[src/rtl/uart_pkg.sv]
// Shared definitions for the CPLD UART port: FSM encodings, status bit
// positions and the addresses the memory-stage decoder maps onto this block.
package uart_pkg;

    typedef enum logic [2:0] {
        IDLE      = 3'd0,
        RD_WAIT   = 3'd1,
        RD_STROBE = 3'd2,
        WR_SETUP  = 3'd3,
        WR_STROBE = 3'd4,
        WR_HOLD   = 3'd5,
        WR_GUARD  = 3'd6,
        WR_WAIT   = 3'd7
    } state_t;

    localparam int RX_READY_BIT = 1;
    localparam int TX_READY_BIT = 0;

    localparam logic [15:0] UART_DATA_ADDR = 16'hBF00;
    localparam logic [15:0] UART_STAT_ADDR = 16'hBF01;

endpackage

[src/rtl/uart_port_sync_2ff.sv]
// One-bit two-flop synchronizer for the asynchronous UART status pins.
module sync_2ff (
    input  logic clk,
    input  logic rst,
    input  logic d,
    output logic q
);

    logic meta;

    always_ff @(posedge clk) begin
        if (!rst) begin
            meta <= 1'b0;
            q    <= 1'b0;
        end else begin
            meta <= d;
            q    <= meta;
        end
    end

endmodule

[src/rtl/uart_port.sv]
// Byte-wide sequencer for the CPLD UART sharing RAM1 data[7:0]: runs the
// rdn/wrn strobes, drives/samples the shared bus and returns a one-cycle ack.
module uart_port
    import uart_pkg::*;
#(
    parameter int unsigned STROBE_CYCLES = 2,
    parameter int unsigned GUARD_CYCLES  = 3
) (
    input  logic       clk,
    input  logic       rst,
    input  logic       req,
    input  logic       we,
    input  logic [7:0] wdata,
    output logic [7:0] rdata,
    output logic       ack,
    output logic       busy,
    output logic       uart_active,
    output logic [1:0] status,
    output logic [7:0] bus_out,
    output logic       bus_oe,
    input  logic [7:0] bus_in,
    input  logic       data_ready,
    input  logic       tbre,
    input  logic       tsre,
    output logic       rdn,
    output logic       wrn,
    output state_t     dbg_state
);

    localparam logic [3:0] STROBE_LOAD = 4'(STROBE_CYCLES - 1);
    localparam logic [3:0] GUARD_LOAD  = 4'(GUARD_CYCLES);

    logic dr_s, tbre_s, tsre_s;

    sync_2ff u_sync_dr   (.clk(clk), .rst(rst), .d(data_ready), .q(dr_s));
    sync_2ff u_sync_tbre (.clk(clk), .rst(rst), .d(tbre),       .q(tbre_s));
    sync_2ff u_sync_tsre (.clk(clk), .rst(rst), .d(tsre),       .q(tsre_s));

    state_t     state, state_nxt;
    logic [3:0] cnt, cnt_nxt;
    logic       rdn_nxt, wrn_nxt, oe_nxt, ack_nxt;
    logic [7:0] out_nxt, rdata_nxt;

    always_ff @(posedge clk) begin
        if (!rst) begin
            state   <= IDLE;
            cnt     <= 4'd0;
            rdn     <= 1'b1;
            wrn     <= 1'b1;
            bus_oe  <= 1'b0;
            bus_out <= 8'h00;
            rdata   <= 8'h00;
            ack     <= 1'b0;
        end else begin
            state   <= state_nxt;
            cnt     <= cnt_nxt;
            rdn     <= rdn_nxt;
            wrn     <= wrn_nxt;
            bus_oe  <= oe_nxt;
            bus_out <= out_nxt;
            rdata   <= rdata_nxt;
            ack     <= ack_nxt;
        end
    end

    always_comb begin
        state_nxt = state;
        cnt_nxt   = cnt;
        rdn_nxt   = rdn;
        wrn_nxt   = wrn;
        oe_nxt    = bus_oe;
        out_nxt   = bus_out;
        rdata_nxt = rdata;
        ack_nxt   = 1'b0;
        unique case (state)
            IDLE: begin
                if (req) begin
                    if (we) begin
                        out_nxt   = wdata;
                        state_nxt = WR_SETUP;
                    end else begin
                        state_nxt = RD_WAIT;
                    end
                end
            end
            RD_WAIT: begin
                if (dr_s) begin
                    rdn_nxt   = 1'b0;
                    cnt_nxt   = STROBE_LOAD;
                    state_nxt = RD_STROBE;
                end
            end
            RD_STROBE: begin
                if (cnt == 4'd0) begin
                    rdata_nxt = bus_in;
                    rdn_nxt   = 1'b1;
                    ack_nxt   = 1'b1;
                    state_nxt = IDLE;
                end else begin
                    cnt_nxt = cnt - 4'd1;
                end
            end
            // First cycle turns the bus driver on; the second drops wrn
            // so the data is stable on the pad before the strobe edge.
            WR_SETUP: begin
                if (!bus_oe) begin
                    oe_nxt = 1'b1;
                end else begin
                    wrn_nxt   = 1'b0;
                    cnt_nxt   = STROBE_LOAD;
                    state_nxt = WR_STROBE;
                end
            end
            WR_STROBE: begin
                if (cnt == 4'd0) begin
                    wrn_nxt   = 1'b1;
                    state_nxt = WR_HOLD;
                end else begin
                    cnt_nxt = cnt - 4'd1;
                end
            end
            WR_HOLD: begin
                oe_nxt    = 1'b0;
                cnt_nxt   = GUARD_LOAD;
                state_nxt = WR_GUARD;
            end
            // Gives the UART time to drop tbre/tsre and the synchronizers
            // time to carry that drop before the flags are trusted.
            WR_GUARD: begin
                if (cnt <= 4'd1) begin
                    state_nxt = WR_WAIT;
                end else begin
                    cnt_nxt = cnt - 4'd1;
                end
            end
            WR_WAIT: begin
                if (tbre_s && tsre_s) begin
                    ack_nxt   = 1'b1;
                    state_nxt = IDLE;
                end
            end
            default: state_nxt = IDLE;
        endcase
    end

    assign busy        = (state != IDLE);
    assign uart_active = busy;
    assign dbg_state   = state;

    always_comb begin
        status               = 2'b00;
        status[RX_READY_BIT] = dr_s;
        status[TX_READY_BIT] = tbre_s & tsre_s & (state == IDLE);
    end

endmodule

[config.mk]
export PLATFORM = sky130hd
export DESIGN_NAME = uart_port
export DESIGN_NICKNAME = d
export VERILOG_FILES = /design/src/rtl/uart_pkg.sv /design/src/rtl/uart_port_sync_2ff.sv /design/src/rtl/uart_port.sv
export SDC_FILE = /design/constraint.sdc
export NUM_CORES = 1
export LEC_CHECK = 0
export ABC_AREA = 0
export CAP_MARGIN = 20
export CORE_ASPECT_RATIO = 1.1
export CORE_MARGIN = 2
export CORE_UTILIZATION = 45
export CTS_CLUSTER_DIAMETER = 100
export CTS_CLUSTER_SIZE = 28
export DETAILED_ROUTE_END_ITERATION = 16
export GPL_TIMING_DRIVEN = 0
export PLACE_DENSITY = 0.84
export SYNTH_ARGS = -nofsm -noshare
export SYNTH_HDL_FRONTEND = slang
export SYNTH_SLANG_ARGS = --single-unit
[constraint.sdc]
create_clock -name clk -period 3.1 [get_ports clk]
set_clock_uncertainty 0.2 [all_clocks]
set_input_delay 0.62 -clock clk [delete_from_list [all_inputs] [get_ports clk]]
set_output_delay 0.62 -clock clk [all_outputs]
set_load 0.02 [all_outputs]
==> results.md, run 1 <==
- The maximum buffer depth of the clock tree is 2.
- The largest stage delay on the critical path is 0.61 ns.
- Max-cap violations in this run came to 0.
- The min-delay analysis places its worst path in the category flip-flop to flip-flop.
- The overall overflow remaining after global route is 0.
- Yosys mapped the design onto 37 distinct sky130hd cell types.
- The pin count of the biggest net entering global routing is 12.
- Sorting the synthesized cells by area gives the leading types as sky130_fd_sc_hd__dfxtp_1 (44%), sky130_fd_sc_hd__mux2i_1 (6.6%), sky130_fd_sc_hd__a21boi_0 (5.4%).
- Buffers added to address setup during post-CTS repair amount to 0.
- The number of buffers created by CTS is 5.
- The number of enable-type register cells in the synthesized netlist is 0.
- 50 I/O pins were placed.
- For the worst setup path, the data required time is 2.28 ns.
- The area added between synthesis and finish is 38.9%.
- The commonest cells after synthesis are sky130_fd_sc_hd__dfxtp_1 (33), sky130_fd_sc_hd__nand2_1 (18), sky130_fd_sc_hd__nand3_1 (12).
- The maximum fanout along the worst path is 8.
- The finished layout holds roughly 260 standard cells, fillers aside.
- The clock period minus worst slack is 2.88 ns.
- The wire length reported by the detailed router is 3570 µm.
- The number of antenna violations at the first check in global routing was 0.
- For this run, asynchronously set or reset flops after synthesis account for 0%.
- For this design, the slowest cell found on the critical path is sky130_fd_sc_hd__clkdlybuf4s50_1.
- The final worst-path cycle share is 92.8%.
- Counting every instance in the synthesized netlist gives 171.
- The total via count in the routed design is 1,431.
- The total negative setup slack is 0 ns.
- The chip width is 59.4 µm.
- The total inserted antenna cells is 0.
- Once the floorplan was initialized, standard cells occupied 46.3% of the core.
- From bottom edge to top edge, the die measures 64.9 µm.
- Headroom to the max-slew limit came out at 65.6%.
- The instance count after placement with tap cells included is 256.
- Counting the fill cells in the layout gives around 280.
- Of the cells placed in the final design, the portion with a size suffix greater than 1 is 7.89%.
- For this run, design rule violations remaining after detail routing come to 0.
- Row generation in the floorplan step produced 22 rows.
- The most used flip-flop cell after synthesis is sky130_fd_sc_hd__dfxtp_1.
- The cell with the most instances after synthesis is sky130_fd_sc_hd__dfxtp_1.
- The number of hold-repair buffers added at the cts stage is 0.
- The via count of the first global-routing pass came to between 1,000 and 1,500.
- In this run the cell area of the synthesized design comes to 1520 µm².
- The cell leakage power is 0.000763 µW.
- The number of detailed-route iterations in the first pass is 4.
- Walking the worst path, the cells encountered are or3_1 -> clkbuf_1 -> nor2_1 -> clkdlybuf4s50_1.
- The power density over the cells is 702 nW/µm².
- The number of warnings reported in the yosys synthesis log is 0.
- The placeable core area is between 3000 and 4000 µm².
- The global-route wire length before repair is 5920 µm.
- The number of gates resized after CTS is 0.
- The per-cell routed wire length is 13.5 µm.
- The startpoint class of the critical path is a flip-flop.
- The mean post-synth cell area is 8.87 µm².
- For the worst-skew pair, the clock arrives at the later sink with an insertion delay of 0.35 ns.
- The critical path arrival is 2.06 ns.
- The biggest area contributor in the post-synthesis netlist is sky130_fd_sc_hd__dfxtp_1.
- Clock-pin slew was measured on the worst setup and hold paths at 0.10 ns.
- The vias per cell is 5.42.
- The run finished with clean final reports.
- Setup violations remaining at the end of the flow were counted as 0.
- The count of nets left with antenna violations once routing finished came out at 0.
- The sink count of the clock tree is 33.
- The critical path in this run is classified as flip-flop to output port.
- The sequential cell area fraction in the yosys report is 43.6%.
- The first routing iteration left 51 violations.
- The hold violation total from the final report is 0.
- The total die area is 3850 µm².
- The pin slew with the least headroom to its limit is 0.516 ns.
- The total area of sequential cells is ~660 µm².
- The synthesized design contains 33 register bits.
- In the final design database the tool counted 252 nets.
- The kind of end point of the critical path is an output port.
- The global placement routability congestion is 0.880.
- Setup repair after global routing left no endpoint under its margin.
- The combined global-route utilization of all metal layers is 20.4%.
- Static timing analysis puts the maximum clock frequency at 0.347 GHz.
- The number of max-slew violations in the final report came to 0.
- The count of input and output buffers is 49.
- The post-synth net total is 196.
- Clock tree synthesis selected as its root buffer the cell sky130_fd_sc_hd__clkbuf_4.
- The number of H-tree levels is 2.
- The area share of the leading cell type in the synthesized netlist is around 44%.
- The clock tree from TritonCTS is yes.
- In the final layout, the multi-input gates occupy 757 µm².
- The wire-length estimate of the detail-placed layout is 2560 µm.
- The worst-case IR drop observed on VDD is 0.337 mV.
flip-flops by register name, indices dropped and copies added (netlist names), 3 cells and up:
name,count
rdata,8
bus_out,8
cnt,4
dbg_state,3
power by group:
| part | internal [µW] | leakage, µW | total [µW] | switching [µW] |
|---|---|---|---|---|
| registers | 486 | 0.000269 | 534 | 48.4 |
| clock network | 85.3 | 0.0000310 | 239 | 153 |
| logic | 326 | 0.000463 | 706 | 381 |
per-layer routing:
layer,part of all wire [%],up-vias,global-route usage (%)
li1,-,716,-
met1,43,657,26.1
met2,49,51,30.9
met3,6.5,7,7.39
met4,2.0,0,7.67
met5,0,-,0
worst paths after layout:
kind | startpoint | endpoint | slack [ns] | cells after the start
worst min-delay path | u_sync_tsre.meta | u_sync_tsre.q | 0.25 | 1
worst max register to register | cnt[0] | dbg_state[0] | 0.63 | 8
worst max-delay path | dbg_state[1] | status[0] | 0.22 | 4
worst min register to register | u_sync_tsre.meta | u_sync_tsre.q | 0.25 | 1
through the flow:
stage                     instance area (µm²)  utilization (%)  hold slack (ns)  setup WS, ns  total power, µW
after global placement                   2050             62.6            0.215         0.631             1240
final                                    2110             64.3            0.247         0.222             1480
after CTS                                2110             64.3            0.248         0.226             1480
after global routing                     2110             64.3            0.268         0.131             1580
after detailed placement                 2050             62.6            0.220         0.620             1250
after floorplan                          1520                -            0.212         0.820              988
worst max-delay path, delay by kind of cell, from the launching register on:
| kind | cells | cell delay [ns] |
|---|---|---|
| simple gates | 2 | 0.51 |
| flops | 1 | 0.41 |
| buf+inv | 2 | 0.78 |
cell type report:
cell class	count	area share, %
Multi-Input combinational cell	121	35.9
Sequential cell	33	31.4
Timing Repair Buffer	49	23.3
Buffer	13	3.98
Tap cell	36	2.14
Clock buffer	5	1.78
Clock inverter	3	0.831
Inverter	4	0.713
logic make-up (layout without fill, tap and decap cells):
| group | after synthesis | after routing | share of synthesized area (%) |
|---|---|---|---|
| DFF | 33 | 33 | 43.6 |
| muxes | 10 | 10 | 6.60 |
| adders and majority gates | 2 | 2 | 1.65 |
| and+or+nand+nor | 69 | 69 | 23.8 |
| AOI/OAI and AO/OA | 40 | 40 | 17.8 |
| buffers and inverters | 17 | 74 | 6.52 |
placed cells by master (no fill, tap or decap), types with 2 or more instances in the layout:
master / netlist / routed
sky130_fd_sc_hd__a21boi_0: 11 / 11
sky130_fd_sc_hd__a21oi_1: 6 / 6
sky130_fd_sc_hd__and2_1: 7 / 7
sky130_fd_sc_hd__buf_4: 5 / 5
sky130_fd_sc_hd__buf_6: 2 / 2
sky130_fd_sc_hd__clkbuf_1: 5 / 5
sky130_fd_sc_hd__clkbuf_4: 0 / 5
sky130_fd_sc_hd__clkdlybuf4s50_1: 0 / 49
sky130_fd_sc_hd__clkinv_2: 0 / 2
sky130_fd_sc_hd__dfxtp_1: 33 / 33
sky130_fd_sc_hd__ha_1: 2 / 2
sky130_fd_sc_hd__inv_1: 4 / 4
sky130_fd_sc_hd__mux2i_1: 10 / 10
sky130_fd_sc_hd__nand2_1: 18 / 18
sky130_fd_sc_hd__nand3_1: 12 / 12
sky130_fd_sc_hd__nand3b_1: 2 / 2
sky130_fd_sc_hd__nor2_1: 8 / 8
sky130_fd_sc_hd__nor2b_1: 10 / 10
sky130_fd_sc_hd__nor3_1: 3 / 3
sky130_fd_sc_hd__o211ai_1: 2 / 2
sky130_fd_sc_hd__o21ai_0: 10 / 10
sky130_fd_sc_hd__o31ai_1: 2 / 2
sky130_fd_sc_hd__or3_1: 2 / 2
Note: power is estimated with default switching activity, not from simulation.
==> run 2, diff against run 1 <==
--- a/config.mk
+++ b/config.mk
@@ -11,10 +11,11 @@
 export CORE_MARGIN = 2
 export CORE_UTILIZATION = 45
 export CTS_CLUSTER_DIAMETER = 100
-export CTS_CLUSTER_SIZE = 28
+export CTS_CLUSTER_SIZE = 16
 export DETAILED_ROUTE_END_ITERATION = 16
 export GPL_TIMING_DRIVEN = 0
 export PLACE_DENSITY = 0.84
+export RECOVER_POWER = 25
 export SYNTH_ARGS = -nofsm -noshare
 export SYNTH_HDL_FRONTEND = slang
 export SYNTH_SLANG_ARGS = --single-unit
==> run 2 against run 1 <==
Cell count stayed put; global-route usage stayed put; setup slack improved by 0.028 ns; critical path type unchanged; count of clock-buffer cells in the layout stayed put; highest routed layer unchanged; sequential power is essentially flat; hold slack is essentially flat; routed wire length fell by 0.53%; cell area fell by 0.18%; non-clock buffer count stayed put; clock power is essentially flat; maximum frequency grew 0.99%; critical endpoint unchanged; power shrank 0.65%.
==> results.md, run 2 (synthesized netlist as in run 1, its figures left out) <==
- The final net count is 252 (unchanged).
- The internal portion of total power is 892 µW (-0.60%).
- The most frequent standard cell in the layout excluding fill and tap cells is sky130_fd_sc_hd__clkdlybuf4s50_1.
- The via count of the first global-routing pass was 1,246 (unchanged).
- The cell leakage power came to 0.000763 µW (about the same).
- The worst hold path begins at u_sync_tsre.meta.
- Setup repair after global routing left no endpoint under its margin.
- The vias per cell was 5.36 (-1.1%).
- The number of antenna violations at the first check in global routing is 0 (unchanged).
- The final worst slack is 0.250 ns (+0.0282 ns).
- The area added between synthesis and finish is 38.7%.
- The top cell types in the final layout, fill and taps aside, are sky130_fd_sc_hd__clkdlybuf4s50_1 (44), sky130_fd_sc_hd__dfxtp_1 (33), sky130_fd_sc_hd__nand2_1 (18).
- The largest stage delay on the critical path is 0.61 ns (about the same).
- The iteration-0 DRC count of the detailed router is 51 (unchanged).
- The number of core rows is 22 (unchanged).
- The global placement routability congestion is 0.880 (unchanged).
- The sink count of the clock tree came to 33 (unchanged).
- The worst min-delay path category is flip-flop to flip-flop.
- The number of H-tree levels was 2 (unchanged).
- The per-cell routed wire length is 13.5 µm (-0.53%).
- The normalized max-slew margin is 44.9% (-21 points).
- The die height is 64.9 µm (unchanged).
- The net switching fraction of the power is 39.3% (about the same).
- STA classifies the critical path endpoint as an output port.
- The number of remaining DRC errors came to 0 (unchanged).
- The wire length reported by the detailed router is 3550 µm (-0.53%).
- The clock network fraction of design power is 16.1% (about the same).
- The source of the worst register-to-register timing path is cnt[0].
- The final worst-path cycle share is 91.9% (-0.91 points).
- The maximum buffer depth of the clock tree is 2 (unchanged).
- The signal on the critical path passes through or3_1 -> clkbuf_1 -> nor2_1 -> clkdlybuf4s50_1.
- The global-route wire length before repair is 5920 µm (unchanged).
- The number of detailed-route iterations in the first pass is 4 (unchanged).
- The total via count in the routed design is 1,415 (-1.1%).
- The count of input and output buffers came to 49 (unchanged).
- The number of buffers created by CTS came to 5 (unchanged).
- The power share of the combinational group came to 47.6% (about the same).
- The number of max-slew violations in the final report is 0 (unchanged).
- The clock-pin slew on the worst setup and hold paths came to 0.11 ns (about the same).
- The achievable frequency is 0.351 GHz (+0.99%).
- The peak supply drop is 0.332 mV (-1.6%).
- The overall overflow remaining after global route is 0 (unchanged).
- The detailed placement HPWL came to 2560 µm (unchanged).
- The share of post-route cells with drive strength above 1 is 7.02% (-0.88 points).
- The core occupancy in the finished layout is 64.2% (-0.11 points).
- The pin count of the biggest net entering global routing is 12 (unchanged).
- The total negative setup slack was 0 ns (unchanged).
- The top-level port count is 50 (unchanged).
- The number of gates resized after CTS is 0 (unchanged).
- The final setup violation count is 0 (unchanged).
- The critical path arrival is 2.03 ns (-0.03 ns).
- The relative contribution of sequential cells to total power came to 36.3% (+0.2 points).
- The post-route antenna net violation count is 0 (unchanged).
- The run finished with clean final reports.
- TritonCTS built the clock tree.
- The maximum fanout along the worst path is 8 (unchanged).
- The power density over the cells is 699 nW/µm² (-0.48%).
- The pin slew with the least headroom to its limit came to 0.824 ns (+0.308 ns).
- The worst-case setup slack after placement is 0.620 ns (unchanged).
- The hold violation total from the final report came to 0 (unchanged).
- The largest registers in the layout are bus_out: 8 flops, rdata: 8 flops, cnt: 4 flops.
- The worst setup path is of the flip-flop to output port kind.
- The combined global-route utilization of all metal layers is 20.4% (unchanged).
- The cell with the largest stage delay on the worst path is sky130_fd_sc_hd__clkdlybuf4s50_1.
- The switching power is 578 µW (-0.73%).
- The placeable core area is 3280 µm² (unchanged).
- The number of violations of the max-capacitance limit came to 0 (unchanged).
- The clock period minus worst slack is 2.85 ns (-0.0282 ns).
- STA classifies the critical path startpoint as a flip-flop.
- The required time of the critical path was 2.28 ns (about the same).
- The root cell of the clock tree is sky130_fd_sc_hd__clkbuf_4.
- The starting density of the core is 46.3% (unchanged).
- The total die area was 3850 µm² (unchanged).
- In this run the worst setup path begins at dbg_state[1].
- The post-CTS setup-driven buffer insertion count is 0 (unchanged).
- The chip width was 59.4 µm (unchanged).
- The number of hold-repair buffers added at the cts stage came to 0 (unchanged).
- The final-layout fill cell count is 284 (+0.35%).
- The total inserted antenna cells is 0 (unchanged).
- The source-to-sink clock delay at the later pin of the worst-skew pair was 0.34 ns (about the same).
-- run 2: layout make-up --
class	count	area [µm²]	area share, %
Timing Repair Buffer	49	490	23.3
Tap cell	36	45.0	2.14
Clock inverter	3	17.5	0.833
Sequential cell	33	661	31.4
Clock buffer	5	37.5	1.78
Inverter	4	15.0	0.714
Multi-Input combinational cell	121	754	35.9
Buffer	13	82.6	3.93
-- run 2: worst paths after layout --
check | to | slack [ns] | cells after the start
worst min-delay path | u_sync_tsre.q | 0.25 | 1
worst min register to register | u_sync_tsre.q | 0.25 | 1
worst max register to register | dbg_state[0] | 0.59 | 8
worst max-delay path | status[0] | 0.25 | 4
-- run 2: critical path: cells and delay by family (launching register included) --
kind	cells	cell delay, ns
buf+inv	2	0.77
flops	1	0.41
simple gates	2	0.51
-- run 2: metrics by stage --
step	instance area, µm²	hold slack (ns)	std cells	power (µW)
6_report	2100	0.247	264	1470
5_1_grt	2100	0.268	264	1570
4_1_cts	2110	0.248	264	1480
3_5_place_dp	2050	0.220	256	1250
3_3_place_gp	2050	0.215	256	1240
2_1_floorplan	1520	0.212	171	988
-- run 2: power groups by stage --
stage	sequential (µW)	clock, µW	combinational, µW
final	533	237	700
after global routing	543	267	765
after CTS	534	242	709
after detailed placement	543	0	703
after global placement	542	0	693
after floorplan	602	0	386
-- run 2: metal layers --
metal	GRT usage, %	share of wire (%)	vias to the layer above
met5	0	0	-
met4	7.67	1.2	0
li1	-	-	715
met1	26.1	42	639
met3	7.39	7.6	4
met2	30.9	49	57
==> run 3, diff against run 2 <==
--- a/config.mk
+++ b/config.mk
@@ -9,13 +9,15 @@
 export CAP_MARGIN = 20
 export CORE_ASPECT_RATIO = 1.1
 export CORE_MARGIN = 2
-export CORE_UTILIZATION = 45
+export CORE_UTILIZATION = 44
 export CTS_CLUSTER_DIAMETER = 100
 export CTS_CLUSTER_SIZE = 16
 export DETAILED_ROUTE_END_ITERATION = 16
 export GPL_TIMING_DRIVEN = 0
-export PLACE_DENSITY = 0.84
+export PLACE_DENSITY = 0.83
 export RECOVER_POWER = 25
+export SLEW_MARGIN = 20
 export SYNTH_ARGS = -nofsm -noshare
 export SYNTH_HDL_FRONTEND = slang
+export SYNTH_HIERARCHICAL = 1
 export SYNTH_SLANG_ARGS = --single-unit
==> run 3 against run 2 <==
First-iteration DRC count decreased by 35%; cell count shrank 8.7%; sequential power shrank 3%; routed wire length shrank 6.6%; global-route usage shrank 1.1 points; hold slack got worse by 0.014 ns; largest power group unchanged; power down 8.0%; area after synthesis is 4.6% lower; sequential cell count stayed put; setup slack gained 0.081 ns; non-clock buffer count fell by 4; the run now ends with design-rule violations left; maximum frequency rose by 2.9%.
==> results.md, run 3 <==
- The clock network fraction of design power is 17.5% (+1.4 points).
- The number of instances on the worst hold path is 1 (unchanged).
- The pin slew with the least headroom to its limit is 0.631 ns (-0.193 ns).
- The source of the worst register-to-register timing path is cnt[0].
- The mean post-synth cell area was 9.64 µm² (+8.7%).
- The placeable core area is 3100 µm² (-5.3%).
- The clock tree from TritonCTS is yes.
- The number of remaining DRC errors came to 1 (+1).
- The number of max-slew violations in the final report came to 0 (unchanged).
- The hold path endpoint is u_sync_tbre/q.
- The power density over the cells is 674 nW/µm² (-3.5%).
- The source-to-sink clock delay at the later pin of the worst-skew pair is 0.34 ns (about the same).
- The number of core rows was 21 (-4.5%).
- The sink count of the clock tree is 33 (unchanged).
- The cell with the most instances after synthesis is sky130_fd_sc_hd__dfxtp_1.
- The number of enable-type register cells in the synthesized netlist came to 0 (unchanged).
- The worst min-delay path category is flip-flop to flip-flop.
- The number of violations of the max-capacitance limit came to 0 (unchanged).
- The worst setup path is launched from a flip-flop.
- The largest stage delay on the critical path came to 0.61 ns (about the same).
- In the final layout, the registers with the most flip-flops are bus_out: 8 flops, rdata: 8 flops, cnt: 4 flops.
- The total via count in the routed design is 1,302 (-8.0%).
- The number of gates resized after CTS is 0 (unchanged).
- The combined global-route utilization of all metal layers came to 19.3% (-1.1 points).
- The number of antenna violations at the first check in global routing is 0 (unchanged).
- The wire length reported by the detailed router is 3320 µm (-6.6%).
- The number of H-tree levels is 2 (unchanged).
- The cell count after synthesis came to 150 (-12%).
- The top-level port count is 50 (unchanged).
- The library cell occupying the most area in the post-synthesis netlist is sky130_fd_sc_hd__dfxtp_1.
- The post-synth design cell area is 1450 µm² (-4.6%).
- The final-layout fill cell count is 267 (-6.0%).
- The number of hold-repair buffers added at the cts stage is 0 (unchanged).
- The hold path startpoint is u_sync_tbre/meta.
- The flow ran to the end, but the final reports show violations.
- Walking the worst path, the cells encountered are buf_6 -> or3_4 -> nor2_1 -> clkdlybuf4s50_1.
- The starting density of the core is 46.7% (+0.36 points).
- The global placement routability congestion is 0.874 (-0.61%).
- The share of post-route cells with drive strength above 1 is 8.70% (+1.7 points).
- The total die area is 3760 µm² (-2.3%).
- Setup repair after global routing left no endpoint under its margin.
- The final net count is 231 (-8.3%).
- The normalized max-slew margin is 57.3% (+12 points).
- The critical path arrival is 1.95 ns (-0.08 ns).
- Among all stages on the critical path, the largest delay is contributed by sky130_fd_sc_hd__clkdlybuf4s50_1.
- The switching power is 491 µW (-15%).
- The final setup violation count is 0 (unchanged).
- Leaving out fill and tap cells, the most frequent cell in the layout is sky130_fd_sc_hd__clkdlybuf4s50_1.
- By area the synthesized netlist is led by sky130_fd_sc_hd__dfxtp_1 (46%), sky130_fd_sc_hd__mux2i_1 (14%), sky130_fd_sc_hd__nor2_1 (6.5%).
- The logic depth of the worst path, buffers included is 4 (unchanged).
- The commonest cells after synthesis are sky130_fd_sc_hd__dfxtp_1 (33), sky130_fd_sc_hd__nor2_1 (25), sky130_fd_sc_hd__mux2i_1 (20).
- The required time of the critical path is 2.28 ns (about the same).
- The total inserted antenna cells was 0 (unchanged).
- The achievable frequency is 0.361 GHz (+2.9%).
- The final worst-path cycle share is 89.3% (-2.6 points).
- The total area of sequential cells is 661 µm² (unchanged).
- The pin count of the biggest net entering global routing is 14 (+2).
- The count of input and output buffers is 49 (unchanged).
- The post-route standard cell area excluding fillers is 2010 µm² (-4.6%).
- The worst setup path is of the flip-flop to output port kind.
- The power share of the combinational group is 44.2% (-3.4 points).
- The total buffers and inverters traversed by the critical path came to 2 (unchanged).
- The kind of cell adding the most delay to the critical path is buffers and inverters.
- The internal portion of total power is 861 µW (-3.4%).
- The cell area after placement is 1980 µm² (-3.5%).
- The post-CTS setup-driven buffer insertion count is 0 (unchanged).
- The die height is 64.1 µm (-1.2%).
- The final reports fail on design-rule violations.
- The peak supply drop was 0.342 mV (+3.1%).
- The clock period minus worst slack is 2.77 ns (-0.0815 ns).
- The sequential cell area fraction in the yosys report is 45.7% (+2.1 points).
- The post-route antenna net violation count came to 0 (unchanged).
- The number of buffers created by CTS came to 5 (unchanged).
- The hold violation total from the final report is 0 (unchanged).
- The share of synthesized registers carrying an async set or reset is 0% (unchanged).
- The chip width was 58.7 µm (-1.2%).
- The post-synthesis cell type count is 37 (unchanged).
- The maximum fanout along the worst path was 10 (+2).
- The multi-input combinational cell area is 681 µm² (-9.8%).
- CTS placed an instance of sky130_fd_sc_hd__clkbuf_4 at the clock tree root.
- The maximum buffer depth of the clock tree came to 2 (unchanged).
- The area share of the leading cell type in the synthesized netlist is 45.7% (+2.1 points).
- The number of detailed-route iterations in the first pass is 10 (+6).
- STA classifies the critical path endpoint as an output port.
- The detailed placement HPWL is 2560 µm (about the same).
- The worst reg2reg path endpoint is rdata[3].
- The per-cell routed wire length is 13.8 µm (+2.3%).
- The vias per cell came to 5.40 (+0.80%).
- The slack of the worst reg-to-reg path is 0.84 ns (+0.25 ns).
- The relative contribution of sequential cells to total power was 38.3% (+2.0 points).
- The number of cells on the worst reg-to-reg path is 7 (-1).
- The cell leakage power is 0.000795 µW (+4.2%).
- The global-route wire length before repair came to 5530 µm (-6.7%).
- The clock-pin slew on the worst setup and hold paths is 0.11 ns (about the same).
- The post-synth net total is 175 (-11%).
- The number of synthesized register bits came to 33 (unchanged).
- The via count of the first global-routing pass was 1,328 (+6.6%).
- The number of warnings reported in the yosys synthesis log came to 6 (+6).
- The area added between synthesis and finish is 38.7% (about the same).
- The net switching fraction of the power is 36.3% (-3.0 points).
- The library cells used most frequently in the layout, excluding fill and tap cells, are sky130_fd_sc_hd__clkdlybuf4s50_1 (48), sky130_fd_sc_hd__dfxtp_1 (33), sky130_fd_sc_hd__nor2_1 (25).
- The overall overflow remaining after global route is 0 (unchanged).
- The prevailing post-synth register cell is sky130_fd_sc_hd__dfxtp_1.
- The iteration-0 DRC count of the detailed router was 33 (-35%).
- The total negative setup slack came to 0 ns (unchanged).
## run 3: power by group through the flow
stage                     combinational [µW]  clock [µW]  sequential, µW
final                                    598         236             518
after global routing                     644         265             525
after CTS                                622         244             519
after detailed placement                 619           0             528
after global placement                   606           0             525
after floorplan                          346           0             584
## run 3: worst reg2reg max path, cell delays in order (launching register included)
cell,delay [ns]
sky130_fd_sc_hd__dfxtp_1,0.35
sky130_fd_sc_hd__inv_1,0.08
sky130_fd_sc_hd__ha_1,0.21
sky130_fd_sc_hd__nor4b_1,0.55
sky130_fd_sc_hd__nand3_1,0.15
sky130_fd_sc_hd__clkbuf_1,0.30
sky130_fd_sc_hd__mux2i_1,0.24
sky130_fd_sc_hd__nor2_1,0.06
## run 3: how the worst max path moves through the flow
stage / from / endpoint / slack, ns
finish: dbg_state[1] / status[0] / 0.33
global route: dbg_state[1] / status[0] / 0.26
CTS: dbg_state[1] / status[0] / 0.32
detailed placement: dbg_state[1] / status[0] / 0.70
global placement: dbg_state[1] / status[0] / 0.71
floorplan: dbg_state[1] / status[0] / 0.99
## run 3: final cells by class
class	instances	area share (%)
well taps	34	2.12
inverters	5	0.936
plain buffers	9	2.87
clock inverters	3	0.873
repair buffers	49	24.5
flip-flops and latches	33	32.9
clock buffers	5	1.87
multi-input cells	103	33.9
## run 3: routing by layer
layer,wire length (µm),up-vias,GRT usage (%)
li1,-,629,-
met1,1290,613,21.2
met2,1680,50,31.7
met3,279,10,7.89
met4,70,0,9.09
met5,0,-,0
## run 3: cells by family (layout without fill, tap and decap cells)
group / after synthesis / count (layout) / synth area share [%]
DFF: 33 / 33 / 45.7
and+or+nand+nor: 56 / 56 / 21.5
buffers and inverters: 14 / 71 / 5.54
muxes: 20 / 20 / 13.8
adders and majority gates: 2 / 2 / 1.73
AOI/OAI and AO/OA: 25 / 25 / 11.8
## run 3: through the flow
stage               utilization, %  power (µW)  instances  hold slack (ns)  setup WS [ns]
global route                  64.7        1430        241            0.261          0.255
finish                        64.7        1350        241            0.233          0.332
CTS                           65.6        1390        241            0.243          0.316
floorplan                        -         930        150            0.206          0.990
global placement              63.8        1130        233            0.209          0.711
detailed placement            63.8        1150        233            0.223          0.704
